[src/rtl/rv32m_muldiv_if.sv]
// Request/response bundle between the execute stage and the RV32M mul/div unit.
`timescale 1ns/1ps
interface rv32m_muldiv_if;
  logic        start_i;
  logic [2:0]  funct3_i;
  logic [31:0] rv1_i;
  logic [31:0] rv2_i;
  logic        flush_i;
  logic        busy_o;
  logic        done_o;
  logic [31:0] result_o;

  modport master (
    output start_i, funct3_i, rv1_i, rv2_i, flush_i,
    input  busy_o, done_o, result_o
  );

  modport slave (
    input  start_i, funct3_i, rv1_i, rv2_i, flush_i,
    output busy_o, done_o, result_o
  );
endinterface

[src/rtl/rv32m_muldiv.sv]
// Sequential RV32M multiply/divide unit: shift-add multiply, restoring divide.
// Optional macro RV32M_FAST_MUL_EN: single-cycle combinational multiplies.
`timescale 1ns/1ps
module rv32m_muldiv (
  input  logic          clk,
  input  logic          rst_n,
  rv32m_muldiv_if.slave bus
);
  localparam int unsigned XLEN = 32;
  localparam int unsigned DLEN = 2 * XLEN;
  localparam int unsigned CW   = 6;

  localparam logic [1:0] ST_IDLE = 2'd0;
  localparam logic [1:0] ST_CALC = 2'd1;
  localparam logic [1:0] ST_FIN  = 2'd2;

  localparam logic [2:0] OP_MUL    = 3'b000;
  localparam logic [2:0] OP_MULHSU = 3'b010;
  localparam logic [2:0] OP_MULHU  = 3'b011;
  localparam logic [2:0] OP_DIVU   = 3'b101;
  localparam logic [2:0] OP_REMU   = 3'b111;

  logic [1:0]      state_q, state_d;
  logic [CW-1:0]   cnt_q, cnt_d;
  logic [2:0]      op_q, op_d;
  logic [XLEN-1:0] opb_q, opb_d;
  logic [DLEN-1:0] acc_q, acc_d;
  logic            neg1_q, neg1_d;
  logic            neg2_q, neg2_d;
  logic            fast_q, fast_d;
  logic            busy_q, busy_d;
  logic            done_q, done_d;
  logic [XLEN-1:0] result_q, result_d;

  // Operand decode at the accept boundary
  logic            accept_c;
  logic            sgn1_c, sgn2_c;
  logic            neg1_c, neg2_c;
  logic [XLEN-1:0] mag1_c, mag2_c;
  logic            div_zero_c, div_ovf_c;

  assign accept_c   = bus.start_i && !busy_q && !bus.flush_i;
  assign sgn1_c     = !(bus.funct3_i inside {OP_MULHU, OP_DIVU, OP_REMU});
  assign sgn2_c     = sgn1_c && (bus.funct3_i != OP_MULHSU);
  assign neg1_c     = sgn1_c && bus.rv1_i[XLEN-1];
  assign neg2_c     = sgn2_c && bus.rv2_i[XLEN-1];
  assign mag1_c     = neg1_c ? XLEN'(-bus.rv1_i) : bus.rv1_i;
  assign mag2_c     = neg2_c ? XLEN'(-bus.rv2_i) : bus.rv2_i;
  assign div_zero_c = bus.funct3_i[2] && (bus.rv2_i == '0);
  assign div_ovf_c  = bus.funct3_i[2] && !bus.funct3_i[0] &&
                      (bus.rv1_i == {1'b1, {(XLEN-1){1'b0}}}) && (bus.rv2_i == '1);

`ifdef RV32M_FAST_MUL_EN
  logic signed [XLEN:0]     fm_a_c, fm_b_c;
  logic signed [2*XLEN+1:0] fm_prod_c;
  assign fm_a_c    = $signed({sgn1_c && bus.rv1_i[XLEN-1], bus.rv1_i});
  assign fm_b_c    = $signed({sgn2_c && bus.rv2_i[XLEN-1], bus.rv2_i});
  assign fm_prod_c = fm_a_c * fm_b_c;
`endif

  // One multiply step: add multiplicand if multiplier LSB set, shift right
  logic [XLEN:0]   mul_sum_c;
  logic [DLEN-1:0] mul_step_c;
  assign mul_sum_c  = {1'b0, acc_q[DLEN-1:XLEN]} + (acc_q[0] ? {1'b0, opb_q} : (XLEN+1)'(0));
  assign mul_step_c = {mul_sum_c, acc_q[XLEN-1:1]};

  // One restoring divide step: remainder in upper half, dividend/quotient in lower
  logic [XLEN:0]   div_rem_c, div_diff_c;
  logic [DLEN-1:0] div_step_c;
  assign div_rem_c  = {acc_q[DLEN-1:XLEN], acc_q[XLEN-1]};
  assign div_diff_c = div_rem_c - {1'b0, opb_q};
  assign div_step_c = div_diff_c[XLEN] ? {div_rem_c[XLEN-1:0], acc_q[XLEN-2:0], 1'b0}
                                       : {div_diff_c[XLEN-1:0], acc_q[XLEN-2:0], 1'b1};

  // Sign fix-up; fast-path results are stored final and bypass it
  logic            fix_c;
  logic [DLEN-1:0] prod_c;
  logic [XLEN-1:0] quot_c, rem_c, fin_c;
  assign fix_c  = !fast_q;
  assign prod_c = (fix_c && (neg1_q ^ neg2_q)) ? DLEN'(-acc_q) : acc_q;
  assign quot_c = (fix_c && (neg1_q ^ neg2_q)) ? XLEN'(-acc_q[XLEN-1:0]) : acc_q[XLEN-1:0];
  assign rem_c  = (fix_c && neg1_q) ? XLEN'(-acc_q[DLEN-1:XLEN]) : acc_q[DLEN-1:XLEN];
  assign fin_c  = op_q[2] ? (op_q[1] ? rem_c : quot_c)
                          : ((op_q == OP_MUL) ? prod_c[XLEN-1:0] : prod_c[DLEN-1:XLEN]);

  always_comb begin
    state_d  = state_q;
    cnt_d    = cnt_q;
    op_d     = op_q;
    opb_d    = opb_q;
    acc_d    = acc_q;
    neg1_d   = neg1_q;
    neg2_d   = neg2_q;
    fast_d   = fast_q;
    done_d   = 1'b0;
    result_d = result_q;

    unique case (state_q)
      ST_IDLE: begin
        if (accept_c) begin
          op_d    = bus.funct3_i;
          neg1_d  = neg1_c;
          neg2_d  = neg2_c;
          opb_d   = mag2_c;
          acc_d   = {{XLEN{1'b0}}, mag1_c};
          fast_d  = 1'b0;
          cnt_d   = CW'(XLEN);
          state_d = ST_CALC;
          if (div_zero_c) begin
            acc_d   = {bus.rv1_i, {XLEN{1'b1}}};
            fast_d  = 1'b1;
            state_d = ST_FIN;
          end else if (div_ovf_c) begin
            acc_d   = {{XLEN{1'b0}}, 1'b1, {(XLEN-1){1'b0}}};
            fast_d  = 1'b1;
            state_d = ST_FIN;
          end
`ifdef RV32M_FAST_MUL_EN
          else if (!bus.funct3_i[2]) begin
            acc_d   = fm_prod_c[DLEN-1:0];
            fast_d  = 1'b1;
            state_d = ST_FIN;
          end
`endif
        end
      end
      ST_CALC: begin
        if (bus.flush_i) begin
          state_d = ST_IDLE;
        end else begin
          acc_d = op_q[2] ? div_step_c : mul_step_c;
          cnt_d = cnt_q - CW'(1);
          if (cnt_q == CW'(1)) state_d = ST_FIN;
        end
      end
      ST_FIN: begin
        state_d = ST_IDLE;
        if (!bus.flush_i) begin
          result_d = fin_c;
          done_d   = 1'b1;
        end
      end
      default: state_d = ST_IDLE;
    endcase

    busy_d = (state_d != ST_IDLE);
  end

  always_ff @(posedge clk or negedge rst_n) begin
    if (!rst_n) begin
      state_q  <= ST_IDLE;
      cnt_q    <= '0;
      op_q     <= '0;
      opb_q    <= '0;
      acc_q    <= '0;
      neg1_q   <= 1'b0;
      neg2_q   <= 1'b0;
      fast_q   <= 1'b0;
      busy_q   <= 1'b0;
      done_q   <= 1'b0;
      result_q <= '0;
    end else begin
      state_q  <= state_d;
      cnt_q    <= cnt_d;
      op_q     <= op_d;
      opb_q    <= opb_d;
      acc_q    <= acc_d;
      neg1_q   <= neg1_d;
      neg2_q   <= neg2_d;
      fast_q   <= fast_d;
      busy_q   <= busy_d;
      done_q   <= done_d;
      result_q <= result_d;
    end
  end

  assign bus.busy_o   = busy_q;
  assign bus.done_o   = done_q;
  assign bus.result_o = result_q;

endmodule

[src/flat_wrapper.sv]
// flat-port wrapper written by rule: the top's interface ports become plain ports
module rv32m_muldiv_flat 
  (clk, rst_n, bus_start_i, bus_funct3_i, bus_rv1_i, bus_rv2_i, bus_flush_i, bus_busy_o, bus_done_o, bus_result_o);
  rv32m_muldiv_if bus_i ();
  input  logic clk;
  input  logic rst_n;
  input wire logic [$bits(bus_i.start_i)-1:0] bus_start_i;
  input wire logic [$bits(bus_i.funct3_i)-1:0] bus_funct3_i;
  input wire logic [$bits(bus_i.rv1_i)-1:0] bus_rv1_i;
  input wire logic [$bits(bus_i.rv2_i)-1:0] bus_rv2_i;
  input wire logic [$bits(bus_i.flush_i)-1:0] bus_flush_i;
  output wire logic [$bits(bus_i.busy_o)-1:0] bus_busy_o;
  output wire logic [$bits(bus_i.done_o)-1:0] bus_done_o;
  output wire logic [$bits(bus_i.result_o)-1:0] bus_result_o;
  assign bus_i.start_i = bus_start_i;
  assign bus_i.funct3_i = bus_funct3_i;
  assign bus_i.rv1_i = bus_rv1_i;
  assign bus_i.rv2_i = bus_rv2_i;
  assign bus_i.flush_i = bus_flush_i;
  assign bus_busy_o = bus_i.busy_o;
  assign bus_done_o = bus_i.done_o;
  assign bus_result_o = bus_i.result_o;
  rv32m_muldiv u_core (.clk(clk), .rst_n(rst_n), .bus(bus_i));
endmodule
[config.mk]
export PLATFORM = sky130hd
export DESIGN_NAME = rv32m_muldiv_flat
export DESIGN_NICKNAME = d
export VERILOG_FILES = /design/src/rtl/rv32m_muldiv_if.sv /design/src/rtl/rv32m_muldiv.sv /design/src/flat_wrapper.sv
export SDC_FILE = /design/constraint.sdc
export NUM_CORES = 1
export LEC_CHECK = 0
export CAP_MARGIN = 0
export CORE_UTILIZATION = 61
export CTS_CLUSTER_SIZE = 25
export DETAILED_ROUTE_END_ITERATION = 8
export PLACE_DENSITY = 0.89
export SLEW_MARGIN = 20
export SYNTH_ARGS = -nofsm -noshare
export SYNTH_HDL_FRONTEND = slang
export SYNTH_SLANG_ARGS = --single-unit
[constraint.sdc]
create_clock -name clk -period 4.7 [get_ports clk]
set_input_delay 1.175 -clock clk [delete_from_list [all_inputs] [get_ports clk]]
set_output_delay 1.175 -clock clk [all_outputs]
set_load 0.005 [all_outputs]
# Word-level counts from Yosys, hierarchy flattened
# Cells that the tools add are included.
[op_classes]
n_bitwise = 2
n_eq_ne = 11
addsub = 8
n_reduce_logical = 25
n_mux = 29
[op_table]
columns = ["operator", "n"]
rows = [
  ["64-bit 2-to-1 mux", 6],
  ["32-bit 2-to-1 mux", 9],
  ["32-bit negator", 4],
  ["64-bit case mux with 2 select lines", 1],
  ["32-bit equality test, second input constant", 2],
  ["64-bit negator", 1],
  ["32-bit by 33-bit adder with 33-bit output", 1],
  ["33-bit by 32-bit subtractor with 33-bit output", 1],
  ["32-bit zero test", 1],
  ["6-bit 2-to-1 mux", 2],
  ["6-bit case mux with 2 select lines", 1],
  ["1-bit logical AND", 11],
  ["2-bit 2-to-1 mux", 5],
  ["3-bit equality test, second input constant", 2],
  ["6-bit by 1-bit equality test with 1-bit output, second input constant", 1],
  ["6-bit by 1-bit subtractor with 6-bit output, second input constant", 1],
  ["1-bit zero test", 5],
  ["1-bit 2-to-1 mux", 4],
  ["2-bit case mux with 2 select lines", 1],
  ["2-bit AND reduction", 2],
  ["2-bit nonzero test", 2],
  ["3-bit by 2-bit equality test with 1-bit output, second input constant", 1],
  ["3-bit zero test", 1],
  ["3-bit by 2-bit inequality test with 1-bit output, second input constant", 1],
  ["9 further kinds", 9],
]
[word_totals]
in_bits = 71
elab_cells = 86
reg_bits = 144
output_inout_bits = 34

# Logic depth before layout (Yosys ltp)
[logic_depth]
depth_word = 9
depth_mapped = 14
mapped_depth_nobuf = 12

# Worst setup path before layout
# Ideal clock, no wire load.
[synth_timing]
path_type = "in2reg"
from = "input bus_rv1_i[0]"
to = "register u_core.acc_q[1]"
slack_ns = 1.285
t_arrival_ns = 3.283
path_stages = 12
n_path_buf = 1
path_cell_list = "inv_1 -> ha_1 -> or3b_1 -> or4_1 -> or2_1 -> nor2b_2 -> nand2_2 -> nor2_4 -> buf_4 -> o21ai_0 -> nand3_1 -> o21ai_0"
[synth_via]
elab_chain_len = 7
[synth_rtl]
columns = ["item", "line", "rtl"]
rows = [
  ["from (decl)", "flat_wrapper.sv:9", "input wire logic [$bits(bus_i.rv1_i)-1:0] bus_rv1_i;"],
  ["parallel branches: the longest is 3 deep, another holds 32-bit negator", "n/a", ""],
  ["32-bit 2-to-1 mux *", "rv32m_muldiv.sv:113", "end else if (div_ovf_c) begin"],
  ["64-bit 2-to-1 mux *", "rv32m_muldiv.sv:109", "if (div_zero_c) begin"],
  ["64-bit 2-to-1 mux *", "rv32m_muldiv.sv:100", "if (accept_c) begin"],
  ["64-bit case mux with 2 select lines *", "rv32m_muldiv.sv:98", "unique case (state_q)"],
  ["to (signal assigned)", "rv32m_muldiv.sv:155", "acc_q <= '0;"],
  ["to (signal assigned)", "rv32m_muldiv.sv:167", "acc_q <= acc_d;"],
  ["to (decl)", "rv32m_muldiv.sv:27", "logic [DLEN-1:0] acc_q, acc_d;"],
]
# Mark *: on every way between the ends. The select of a mux whose other input is x is not followed.
# A chain may end at the register's enable or synchronous reset.

# Worst setup path in the final report
[layout_timing]
from = "register u_core.acc_q[0]"
to = "register u_core.acc_q[60]"
[layout_via]
elab_chain_len = 5
[layout_rtl]
columns = ["item", "line", "rtl"]
rows = [
  ["32-bit 2-to-1 mux", "rv32m_muldiv.sv:64", "assign mul_sum_c = {1'b0, acc_q[DLEN-1:XLEN]} + (acc_q[0] ? {1'b0, opb_q} : (XLEN+1)'(0));"],
  ["32-bit by 33-bit adder with 33-bit output", "rv32m_muldiv.sv:64", ""],
  ["64-bit 2-to-1 mux", "rv32m_muldiv.sv:131", "acc_d = op_q[2] ? div_step_c : mul_step_c;"],
  ["64-bit 2-to-1 mux", "rv32m_muldiv.sv:128", "if (bus.flush_i) begin"],
  ["64-bit case mux with 2 select lines", "rv32m_muldiv.sv:98", ""],
]
# Every way passes these cells. The select of a mux whose other input is x is not followed.

==> results.sh <==
export IMPL_status="finished, final reports clean"
export IMPL_stdcell_area_mm2=0.0167
export IMPL_yosys_area_top_type="dfrtp_1"
export IMPL_grt_pass1_wl_mm=82.5
export IMPL_wirelength_mm=53.4
export IMPL_fillCellCount=1990
export IMPL_rows=56
export IMPL_grt_pass1_vias=14640
export IMPL_layout_min_cycle_time_ns=4.07
export IMPL_dieArea_mm2=0.0248
export IMPL_ctsHoldBuffers=0
export IMPL_cts_htree_levels=4
export IMPL_dp_cells=2288
export IMPL_cts_root_buffer="clkbuf_16"
export IMPL_detailroute_via_count=15940
export IMPL_path_clk_slew_ns=0.08
export IMPL_placed_area_mm2=0.0160
export IMPL_maxCapViolCount=0
export IMPL_fmax_mhz=246
export IMPL_area_delta_synth_final_pct=12.9
export IMPL_hold_ws_ns=0.477
export IMPL_tightest_slew_ns=1.26
export IMPL_ios=105
export IMPL_tritoncts="built"
export IMPL_setup_violations=0
export IMPL_firstDrtPassIters=6
export IMPL_endpoint_kind="flip-flop"
export IMPL_antenna_found_initial=4
export IMPL_synthTopCellsByArea="dfrtp_1 (24%), xnor2_1 (7.0%), o21ai_0 (6.2%), ha_1 (6.0%), a21oi_1 (5.8%)"
export IMPL_arrival_ns=4.39
export IMPL_maxSlewHeadroom=0.155
export IMPL_skew_ns=0.0175
export IMPL_cp_data_required_time_ns=5.02
export IMPL_final_max_slew_violation_count=0
export IMPL_nets=2132
export IMPL_wire_per_inst_um=23.0
export IMPL_start_kind="flip-flop"
export IMPL_drive_gt1_frac=0.0630
export IMPL_synthArstFlopShare=1.00
export IMPL_vdd_drop_max_mv=1.02
export IMPL_yosysMostFrequentCell="nand2_1"
export IMPL_ant_nets=0
export IMPL_gp_congestion=1.08
export IMPL_globalRoute_totalOverflow=0
export IMPL_drt_iter0_drc=2279
export IMPL_numCtsBuffers=17
export IMPL_timing_worst_setup_path_type="reg2reg"
export IMPL_min_path_type="reg2reg"
export IMPL_grtUsageTotal=0.439
export IMPL_cts_sinks=144
export IMPL_die_h_um=158
export IMPL_grt_max_degree=103
export IMPL_ys_ff_latch=144
export IMPL_cp_max_fo=23
export IMPL_synth_top_area_share=0.244
export IMPL_power_total_mw=12.8
export IMPL_drc=0
export IMPL_syn_area_mm2=0.0148
export IMPL_synth_edf_count=0
export IMPL_synth_nets=2096
export IMPL_ys_warn_count=0
export IMPL_avgSynthCellArea_um2=7.56
export IMPL_hold_viol=0
export IMPL_via_per_inst=6.87
export IMPL_fin_crit_sh=0.866
export IMPL_ys_flop_type="dfrtp_1"
export IMPL_power_leakage_nw=7.06
export IMPL_rsz0062_at_grt="false"
export IMPL_synth_top_cells_by_count="nand2_1 (216), o21ai_0 (182), a21oi_1 (172)"
export IMPL_die_w_um=158
export IMPL_start_util=0.625
export IMPL_synth_cell_types=92
export IMPL_post_cts_buffers=0
export IMPL_fin_tns_setup_ns=0
export IMPL_synth_cells=1952
export IMPL_core_area_mm2=0.0236
export IMPL_power_density_mw_per_mm2=771
export IMPL_insertion_delay_ns=0.45
export IMPL_clockBufferDepth=2
export IMPL_post_dp_hpwl_mm=40.2
export IMPL_ctsResizeCount=0
export IMPL_portBuffers=104
export IMPL_final_cells=2321
export IMPL_ys_seq_area_frac=0.244
[power breakdown]
group          total (mW)  switching [mW]  internal, mW
sequential           2.54           0.844          1.69
clock                1.43           0.704         0.725
combinational        8.88            5.35          3.53
total                12.8            6.90          5.95
[worst paths after layout]
path                                                     start                             endpoint  slack [ns]  cells after the start
setup / recovery                   u_core.acc_q[0]$_DFFE_PN0P_         u_core.acc_q[60]$_DFFE_PN0P_        0.63                     13
hold / removal             u_core.bus.result_o[15]$_DFFE_PN0P_  u_core.bus.result_o[15]$_DFFE_PN0P_        0.48                      2
setup reg to reg                   u_core.acc_q[0]$_DFFE_PN0P_         u_core.acc_q[60]$_DFFE_PN0P_        0.63                     13
hold reg to reg            u_core.bus.result_o[15]$_DFFE_PN0P_  u_core.bus.result_o[15]$_DFFE_PN0P_        0.48                      2
max in group asynchronous                                rst_n           u_core.op_q[2]$_DFFE_PN0P_        3.11                      1
min in group asynchronous                                rst_n   u_core.bus.result_o[9]$_DFFE_PN0P_        0.84                      1
[layout make-up]
type	count	area [µm²]	area share
multi-input cells	1614	10400	0.625
flip-flops and latches	144	3600	0.216
repair buffers	143	1370	0.0824
clock buffers	17	425	0.0255
well taps	319	399	0.0240
inverters	68	255	0.0153
clock inverters	15	189	0.0113
diodes	1	2.50	0.000150
[per-stage QoR]
| step | setup slack (ns) | utilization |
|---|---|---|
| after floorplan | 1.29 | - |
| after global placement | 0.523 | 0.679 |
| after detailed placement | 0.431 | 0.679 |
| after CTS | 0.804 | 0.705 |
| after global routing | 0.478 | 0.705 |
| final | 0.630 | 0.706 |
[sequential cells by signal, indices dropped and copies added (netlist names)]
| signal | cells |
|---|---|
| u_core.acc_q | 64 |
| u_core.bus.result_o | 32 |
| u_core.opb_q | 32 |
| u_core.cnt_q | 6 |
| u_core.op_q | 3 |
| u_core.state_q | 2 |
| u_core.bus.busy_o | 1 |
| u_core.bus.done_o | 1 |
| u_core.fast_q | 1 |
| u_core.neg1_q | 1 |
| u_core.neg2_q | 1 |
[routing by layer]
metal  vias to the layer above  global-route usage  part of all wire  wire (µm)
met1                      7427               0.583              0.39      21100
met4                         0               0.232             0.056       2990
li1                       7160                   -                 -          -
met2                      1101               0.652              0.42      22400
met5                         -                   0                 0          0
met3                       252               0.115              0.13       6980
[cells by family (layout without fill, tap and decap cells)]
group                      count (synthesis)  after routing  share of synthesized area
AOI/OAI and AO/OA                        639            639                      0.266
xor gates and xnor gates                 199            199                      0.119
adders and majority gates                 73             73                     0.0629
buffers and inverters                    194            243                     0.0524
DFF                                      144            144                      0.244
muxes                                     57             57                     0.0397
other                                      0              1                          0
and+or+nand+nor                          646            646                      0.216
[worst max-delay path, stage by stage (launching register included)]
cell and delay [ns]:
dfrtp_1 0.38, inv_1 0.37, buf_4 0.36, nor2_1 0.10, ha_1 0.26, a211oi_1 0.36
o21ai_0 0.16, o311a_1 0.16, a211o_1 0.31, a22o_1 0.28, a2111oi_0 0.70, o31a_1 0.24
nor3_1 0.05, o21a_1 0.21
[placed cells by master (no fill, tap or decap), types with 25 or more instances in the layout]
master,instances
a211oi_1,27
a21o_1,40
a21oi_1,172
buf_4,36
clkdlybuf4s50_1,103
dfrtp_1,143
ha_1,71
inv_1,67
mux2i_1,45
nand2_1,216
nand3_1,41
nor2_1,160
nor3_1,39
nor4_1,25
o21ai_0,182
o21ai_1,37
xnor2_1,118
xor2_1,80
Note: power is estimated with default switching activity, not from simulation.
